[config.mk]
export PLATFORM = sky130hd
export DESIGN_NAME = shared_resource_access_ctrl_flat
export DESIGN_NICKNAME = d
export VERILOG_FILES = /design/src/rtl/shared_resource_access_ctrl_if.sv /design/src/rtl/shared_resource_access_ctrl.sv /design/src/flat_wrapper.sv
export SDC_FILE = /design/constraint.sdc
export NUM_CORES = 1
export LEC_CHECK = 0
export ABC_AREA = 1
export CAP_MARGIN = 30
export CELL_PAD_IN_SITES_DETAIL_PLACEMENT = 1
export CELL_PAD_IN_SITES_GLOBAL_PLACEMENT = 2
export CORE_MARGIN = 5
export CORE_UTILIZATION = 25
export CTS_CLUSTER_DIAMETER = 80
export CTS_CLUSTER_SIZE = 24
export DETAILED_ROUTE_END_ITERATION = 10
export HOLD_SLACK_MARGIN = 0.02
export PLACE_DENSITY = 0.81
export SLEW_MARGIN = 20
export SYNTH_ARGS = -nofsm -noshare
export SYNTH_HDL_FRONTEND = slang
export SYNTH_SLANG_ARGS = --single-unit
export TNS_END_PERCENT = 30
[constraint.sdc]
create_clock -name clk -period 6.2 [get_ports clk]
set_input_delay 1.24 -clock clk [delete_from_list [all_inputs] [get_ports clk]]
set_output_delay 1.24 -clock clk [all_outputs]
set_load 0.03 [all_outputs]
[src/rtl/shared_resource_access_ctrl_if.sv]
// Handshake bundle between requester agents and the shared-resource access controller.
// The master modport faces the requesters; the slave modport faces the controller.
interface shared_resource_access_ctrl_if #(
    parameter int N = 8
);
    localparam int IDW = (N > 1) ? $clog2(N) : 1;

    logic [N-1:0]   req;
    logic [N-1:0]   done;
    logic [N-1:0]   gnt;
    logic [IDW-1:0] gnt_id;
    logic           busy;
    logic           timeout_err;
    logic [IDW-1:0] timeout_id;

    modport master (
        output req, done,
        input  gnt, gnt_id, busy, timeout_err, timeout_id
    );

    modport slave (
        input  req, done,
        output gnt, gnt_id, busy, timeout_err, timeout_id
    );
endinterface

[src/rtl/shared_resource_access_ctrl.sv]
// Round-robin lock arbiter: one owner holds the resource until release, then a one-cycle gap.
// Define SHARED_RESOURCE_ACCESS_CTRL_TIMEOUT_EN to build in the stuck-owner watchdog.
module shared_resource_access_ctrl #(
    parameter int N       = 8,
    parameter int TIMEOUT = 64
) (
    input  logic                         clk,
    input  logic                         rst_n,
    shared_resource_access_ctrl_if.slave bus
);
    localparam int IDW = $clog2(N);
    localparam int SW  = IDW + 1;
    localparam logic [N-1:0] ONE_HOT_LSB = N'(1);

    typedef enum logic [1:0] {
        IDLE    = 2'd0,
        OWNED   = 2'd1,
        RELEASE = 2'd2
    } state_t;

    state_t         state;
    logic [N-1:0]   gnt;
    logic [IDW-1:0] gnt_id;
    logic [IDW-1:0] rr_ptr;
    logic           busy;

    logic           win_valid;
    logic [IDW-1:0] win_id;
    logic [SW-1:0]  scan_sum;
    logic [IDW-1:0] next_ptr;
    logic           owner_rel;
    logic           expire;

    // Scan starts at rr_ptr and wraps, so the most recent owner is always last in line.
    always_comb begin
        // NOTE: every variable gets a default before the loop so no latch is inferred.
        win_valid = 1'b0;
        win_id    = '0;
        scan_sum  = '0;
        for (int k = 0; k < N; k++) begin
            scan_sum = {1'b0, rr_ptr} + SW'(k);
            if (scan_sum >= SW'(N)) begin
                scan_sum = scan_sum - SW'(N);
            end
            if (!win_valid && bus.req[scan_sum[IDW-1:0]]) begin
                win_valid = 1'b1;
                win_id    = scan_sum[IDW-1:0];
            end
        end
    end

    assign next_ptr  = (gnt_id == IDW'(N - 1)) ? '0 : gnt_id + IDW'(1);
    assign owner_rel = bus.done[gnt_id] | ~bus.req[gnt_id];

`ifdef SHARED_RESOURCE_ACCESS_CTRL_TIMEOUT_EN
    localparam int CNT_W = $clog2(TIMEOUT + 1);

    logic [CNT_W-1:0] hold_cnt;
    logic             timeout_err;
    logic [IDW-1:0]   timeout_id;

    assign expire = (hold_cnt == CNT_W'(TIMEOUT - 1));
`else
    assign expire = 1'b0;
`endif

    always_ff @(posedge clk or negedge rst_n) begin
        if (!rst_n) begin
            // NOTE: sequential state uses non-blocking assignments only.
            state  <= IDLE;
            gnt    <= '0;
            gnt_id <= '0;
            busy   <= 1'b0;
            rr_ptr <= '0;
`ifdef SHARED_RESOURCE_ACCESS_CTRL_TIMEOUT_EN
            hold_cnt    <= '0;
            timeout_err <= 1'b0;
            timeout_id  <= '0;
`endif
        end else begin
`ifdef SHARED_RESOURCE_ACCESS_CTRL_TIMEOUT_EN
            timeout_err <= 1'b0;
`endif
            case (state)
                IDLE, RELEASE: begin
                    if (win_valid) begin
                        state  <= OWNED;
                        gnt    <= ONE_HOT_LSB << win_id;
                        gnt_id <= win_id;
                        busy   <= 1'b1;
`ifdef SHARED_RESOURCE_ACCESS_CTRL_TIMEOUT_EN
                        hold_cnt <= '0;
`endif
                    end else begin
                        state <= IDLE;
                    end
                end
                OWNED: begin
                    if (owner_rel || expire) begin
                        state  <= RELEASE;
                        gnt    <= '0;
                        busy   <= 1'b0;
                        rr_ptr <= next_ptr;
`ifdef SHARED_RESOURCE_ACCESS_CTRL_TIMEOUT_EN
                        // A genuine release on the expiry cycle wins; no error is flagged.
                        if (!owner_rel) begin
                            timeout_err <= 1'b1;
                            timeout_id  <= gnt_id;
                        end
`endif
                    end
`ifdef SHARED_RESOURCE_ACCESS_CTRL_TIMEOUT_EN
                    else if (hold_cnt != '1) begin
                        hold_cnt <= hold_cnt + CNT_W'(1);
                    end
`endif
                end
                default: begin
                    state <= IDLE;
                    gnt   <= '0;
                    busy  <= 1'b0;
                end
            endcase
        end
    end

    assign bus.gnt    = gnt;
    assign bus.gnt_id = gnt_id;
    assign bus.busy   = busy;
`ifdef SHARED_RESOURCE_ACCESS_CTRL_TIMEOUT_EN
    assign bus.timeout_err = timeout_err;
    assign bus.timeout_id  = timeout_id;
`else
    assign bus.timeout_err = 1'b0;
    assign bus.timeout_id  = '0;
`endif
endmodule

[src/flat_wrapper.sv]
// flat-port wrapper written by rule: the top's interface ports become plain ports
module shared_resource_access_ctrl_flat 
#(
    parameter int N       = 8,
    parameter int TIMEOUT = 64
)
  (clk, rst_n, bus_req, bus_done, bus_gnt, bus_gnt_id, bus_busy, bus_timeout_err, bus_timeout_id);
  shared_resource_access_ctrl_if #(.N(N)) bus_i ();
  input  logic clk;
  input  logic rst_n;
  input wire logic [$bits(bus_i.req)-1:0] bus_req;
  input wire logic [$bits(bus_i.done)-1:0] bus_done;
  output wire logic [$bits(bus_i.gnt)-1:0] bus_gnt;
  output wire logic [$bits(bus_i.gnt_id)-1:0] bus_gnt_id;
  output wire logic [$bits(bus_i.busy)-1:0] bus_busy;
  output wire logic [$bits(bus_i.timeout_err)-1:0] bus_timeout_err;
  output wire logic [$bits(bus_i.timeout_id)-1:0] bus_timeout_id;
  assign bus_i.req = bus_req;
  assign bus_i.done = bus_done;
  assign bus_gnt = bus_i.gnt;
  assign bus_gnt_id = bus_i.gnt_id;
  assign bus_busy = bus_i.busy;
  assign bus_timeout_err = bus_i.timeout_err;
  assign bus_timeout_id = bus_i.timeout_id;
  shared_resource_access_ctrl #(.N(N), .TIMEOUT(TIMEOUT)) u_core (.clk(clk), .rst_n(rst_n), .bus(bus_i));
endmodule
Yosys cells after proc, flatten, opt, wreduce, memory -nomap -nowiden
Index checks and enable logic that the tools add are counted.
Widths: inputs -> output; s select.
- flip-flop bits (word level): 17
- input port bits: 18
- output and inout bits: 16
- word-level logic and storage cells: 119
- add/subtract/negate cells: 16
- magnitude comparators: 17
- equal/unequal tests: 5
- shift-type cells: 1
- mux-type cells: 54
- bitwise operators: 2
- reductions and logical operators: 19
- operators by type and width (operator ; number):
    $mux 3 ; 17
    $lt 3x4->1 const B ; 9
    $bmux 1 s3 ; 10
    $ge 4x4->1 const B ; 7
    $sub 3x1->3 const B ; 8
    $mux 1 ; 21
    $add 3x3->4 const B ; 4
    $mux 8 ; 2
    $pmux 8 s2 ; 1
    $add 3x2->4 const B ; 2
    $shl 1x3->8 const A ; 1
    $logic_and 1x1->1 ; 7
    $logic_not 1->1 ; 7
    $reduce_and 2->1 ; 3
    $add 3x1->4 const B ; 1
    $ge 3x4->1 const B ; 1
    $ne 2x1->1 const B ; 2
    $pmux 2 s2 ; 1
    $add 3x1->3 const B ; 1
    $eq 3x3->1 const B ; 1
    $eq 2x1->1 const B ; 1
    $eq 2x2->1 const B ; 1
    $logic_not 2->1 ; 1
    $mux 2 ; 1
    other kinds (4) ; 4

Depth between registers and ports, before layout
- word-level depth: 29
- mapped depth: 21
- mapped depth without buffers: 19

Worst setup path before layout
No wires, ideal clock.
- kind: in2reg
- from: in bus_req[7]
- to: reg u_core.gnt[4], in the netlist u_core.bus.gnt[4]
- setup time: 117 ps
- arrival time: 2410 ps
- data required time: 6083 ps
- slack: 3673 ps
- stages on the path: 14
- buffers on the path: 0
- cells stage by stage: nand2_1 -> nand3_1 -> nand3_2 -> nand2_2 -> nor2_4 -> nand4_4 -> nor2_4 -> nand3_1 -> nand2_2 -> inv_2 -> nand2_2 -> inv_2 -> nand2_1 -> nand2_1
- cells in the longest elaborated chain, start to end: 27
- elaborated cells between the ends (all ways): 56
- those cells by class: eq/ne (2); shift (1); mux (36); bitwise (2); reduce/logical (15)
- ends and longest elaborated chain (item ; line ; source):
    from (decl) ; flat_wrapper.sv:11 ; input wire logic [$bits(bus_i.req)-1:0] bus_req;
    $bmux 1 s3 ; shared_resource_access_ctrl.sv:45 ; if (!win_valid && bus.req[scan_sum[IDW-1:0]]) begin
    $mux 1 (implied by the code) ; shared_resource_access_ctrl.sv:45 ;
    $mux 1 ; shared_resource_access_ctrl.sv:45 ;
    $logic_not 1->1 ; shared_resource_access_ctrl.sv:45 ;
    $logic_and 1x1->1 ; shared_resource_access_ctrl.sv:45 ;
    $mux 1 ; shared_resource_access_ctrl.sv:45 ;
    $logic_not 1->1 ; shared_resource_access_ctrl.sv:45 ;
    $logic_and 1x1->1 ; shared_resource_access_ctrl.sv:45 ;
    [11 not listed] ; n/a ;
    $logic_and 1x1->1 ; shared_resource_access_ctrl.sv:45 ;
    $mux 1 ; shared_resource_access_ctrl.sv:45 ;
    $logic_not 1->1 ; shared_resource_access_ctrl.sv:45 ;
    $logic_and 1x1->1 ; shared_resource_access_ctrl.sv:45 ;
    $mux 3 ; shared_resource_access_ctrl.sv:45 ;
    $shl 1x3->8 ; shared_resource_access_ctrl.sv:88 ; gnt <= ONE_HOT_LSB << win_id;
    $mux 8 ; shared_resource_access_ctrl.sv:86 ; if (win_valid) begin
    $pmux 8 s2 ; shared_resource_access_ctrl.sv:84 ; case (state)
    to (signal assigned) ; shared_resource_access_ctrl.sv:88 ;
    to (decl) ; shared_resource_access_ctrl.sv:22 ; logic [N-1:0] gnt;
Parallel ways exist; a longest one is shown, timed or not. The select of a mux whose other input is x is not followed.
A chain may end at the register's enable or synchronous reset.

Worst setup path after layout
- from: reg u_core.rr_ptr[1]
- to: reg u_core.gnt[6], in the netlist u_core.bus.gnt[6]
- cells in the longest elaborated chain, start to end: 29
- elaborated cells between the ends (all ways): 82
- those cells by class: add/sub (15); order compare (8); eq/ne (1); shift (1); mux (42); reduce/logical (15)
- ends and longest elaborated chain (item ; line ; source):
    from (decl) ; shared_resource_access_ctrl.sv:24 ; logic [IDW-1:0] rr_ptr;
    from (signal assigned) ; shared_resource_access_ctrl.sv:103 ; rr_ptr <= next_ptr;
    branches (longest 29 deep; another with $add 3x1->4) ; n/a ;
Parallel ways; which one is timed is not known. The select of a mux whose other input is x is not followed.

==> flow_metrics.py <==
metrics = {
    "run_status": {
        "status": "complete, no violations",
    },
    "die": {
        "io_pins": 34,
        "rows": 29,
        "die_h_um": 91.4,
        "coreArea_um2": 6390,
        "initial_core_util_pct": 25.9,
        "die_area_um2": 8350,
        "die_width_um": 91.4,
    },
    "clock_tree": {
        "post_cts_resized": 0,
        "clkTransAtPathRegs_ns": 0.07,
        "ctsHoldBuffers": 0,
        "cts_setup_buffers": 0,
        "cts_buffer_depth": 2,
        "clock-sinks": 17,
        "h-tree-depth": 1,
        "cts_buffers": 3,
        "cts_tree": "yes",
        "cts-root-buf": "clkbuf_8",
        "clk_latency_ns": 0.25,
    },
    "synth": {
        "yosys_register_bits": 17,
        "syn_area_per_cell_um2": 6.96,
        "synth_cells": 238,
        "synth_cell_type_count": 28,
        "synthFlopType": "dfrtp_1",
        "seq_area_frac_synth_pct": 25.7,
        "synth_area_leaders": "dfrtp_1 (26%), nand2_1 (16%), nand3_1 (7.9%)",
        "synth_common_cells": "nand2_1 (71), nand3_1 (26), inv_1 (24)",
        "yosysTopAreaCellShare_pct": 25.7,
        "synth_area_leader_cell": "dfrtp_1",
        "synth_most_common_cell": "nand2_1",
        "syn_area_um2": 1660,
        "synth_edf_count": 0,
        "synthArstFlopShare_pct": 100,
        "ys.warnings.count": 0,
    },
    "grt": {
        "grt_max_degree": 18,
        "overflow": 0,
        "grt_first_pass_wirelength_um": 8070,
        "antenna_found_initial": 0,
        "grtUsageTotal_pct": 11.5,
        "grt_pass1_vias": 1647,
    },
    "placed_design": {
        "globalplace.congestion": 0.789,
        "portBuffers": 29,
        "placedCellCount": 339,
        "dp_hpwl_um": 4040,
    },
    "setup_path": {
        "crit_type": "flop to flop",
        "endpoint_kind": "flop",
        "max_stage_delay_ns": 0.59,
        "crit_top_cell": "nand2_1",
        "slowest_stage": "dfrtp_1",
        "cp_cell_sequence": "inv_1, ha_1, inv_1, nand3_2, nand2_1, nand2_1, nand2_1, nand3_2, o21ai_0, nand3_1, nand2_1, nand2_2, inv_2, nand2_1, o21bai_1",
        "crit_path_start_kind": "flop",
        "cp.arrival_ns": 3.24,
        "cp.required_ns": 6.37,
        "cp_max_fo": 10,
    },
    "layout": {
        "areaGrowthSynthToFinish_pct": 21.9,
        "instances_no_fill": 343,
        "finalNetCount": 289,
        "fin_util_pct": 31.6,
        "n_fill_cell": 819,
        "drive_gt1_share_pct": 17.7,
        "n_antenna_cell": 0,
    },
    "drt": {
        "wl_um": 4770,
        "drtIter0Drc": 46,
        "via_count": 1609,
        "drt-wirelength-per-cell_um": 13.9,
        "drtPass1Iterations": 4,
        "drtAntennaViolNets": 0,
        "drt-vias-per-instance": 4.69,
        "post-route-drc-count": 0,
    },
    "flow_run": {
        "drv_cap": 0,
    },
    "sta": {
        "hold_slack_ns": 0.480,
        "tns_ns": 0,
        "finalCritPeriodShare_pct": 49.4,
        "slew_violations": 0,
        "finalSetupViolCount": 0,
        "fin_crit_ns": 3.06,
        "timing.fmax_ghz": 0.327,
        "hold_viol_final": 0,
        "skew_ns": 0.00615,
        "rsz0062_at_grt": "no",
        "slew-limit-headroom_pct": 47.6,
        "worstMarginPinSlew_ns": 0.783,
    },
    "hold_path": {
        "hp-class": "flop to flop",
    },
}
==> final timing paths <==
path	startpoint	endpoint	slack (ns)	cells past startpoint
worst max-delay path	u_core.rr_ptr[1]$_DFFE_PN0P_	u_core.bus.gnt[6]$_DFFE_PN0P_	3.14	15
worst min-delay path	u_core.bus.busy$_DFFE_PN0P_	u_core.bus.busy$_DFFE_PN0P_	0.48	2
worst max register to register	u_core.rr_ptr[1]$_DFFE_PN0P_	u_core.bus.gnt[6]$_DFFE_PN0P_	3.14	15
worst min register to register	u_core.bus.busy$_DFFE_PN0P_	u_core.bus.busy$_DFFE_PN0P_	0.48	2
max in group asynchronous	rst_n	u_core.rr_ptr[2]$_DFFE_PN0P_	4.26	1
min in group asynchronous	rst_n	u_core.bus.gnt[6]$_DFFE_PN0P_	1.44	1
==> cell families (layout without fill, tap and decap cells) <==
family	count (synthesis)	in the layout	share of synthesized area (%)
buffers and inverters	39	64	12.0
adder cells (fa/ha/maj)	4	4	3.02
AND/OR/NAND/NOR	152	152	48.3
AO/OA/AOI/OAI	21	21	8.61
XOR/XNOR	4	4	2.12
flip-flops	17	17	25.7
other	1	4	0.226
==> registers in the layout (all words and copies together), names as in the netlist <==
name and count:
u_core.bus.busy 1, u_core.bus.gnt 8, u_core.bus.gnt_id 3, u_core.rr_ptr 3, u_core.state 2
==> layer usage <==
metal / global-route usage [%] / up-vias / part of all wire (%)
met4: 2.57 / 0 / 1.0
met1: 15.5 / 770 / 48
met2: 19.7 / 21 / 49
li1: - / 814 / -
met5: 0 / - / 0
met3: 1.07 / 4 / 1.5
==> stage by stage <==
step | setup WS (ns) | cell area, µm²
5_1_grt | 2.82 | 2020
2_1_floorplan | 3.67 | 1670
6_report | 3.14 | 2020
3_3_place_gp | 2.86 | 1970
3_5_place_dp | 2.85 | 1970
4_1_cts | 3.11 | 2020
==> layout by cell type (no fill, tap or decap) <==
cell type,n
nor2_4,3
nand2_2,13
clkbuf_8,3
o21ai_2,2
nand4_1,5
inv_4,1
dfrtp_1,17
nor2_1,15
nor3_2,1
nand3_1,26
nand4_4,1
inv_2,6
a21oi_1,1
nand2_4,3
conb_1,4
clkdlybuf4s50_1,29
o31ai_1,1
nor2_2,1
nand3_2,13
xor2_1,2
o21bai_1,5
o21ai_0,8
clkbuf_1,1
inv_1,24
ha_1,4
o221ai_1,4
nand2_1,71
xnor2_1,2
==> cell type report <==
cell class / count / area, µm² / area share (%)
Multi-Input combinational cell: 185 / 1040 / 51.7
Sequential cell: 17 / 425 / 21.1
Timing Repair Buffer: 29 / 290 / 14.4
Inverter: 31 / 119 / 5.89
Tap cell: 77 / 96.3 / 4.77
Clock buffer: 4 / 45.0 / 2.23
==> critical path: cells and delay by family (launching register included) <==
family | cells | cell delay, ns
adder cells (fa/ha/maj) | 1 | 0.46
AO/OA/AOI/OAI | 2 | 0.33
buffers and inverters | 3 | 0.63
flip-flops | 1 | 0.59
AND/OR/NAND/NOR | 9 | 0.98
Power is left out: the tool's default activity adds up to more than one toggle a clock period on the data nets, which glitch-free logic cannot reach.
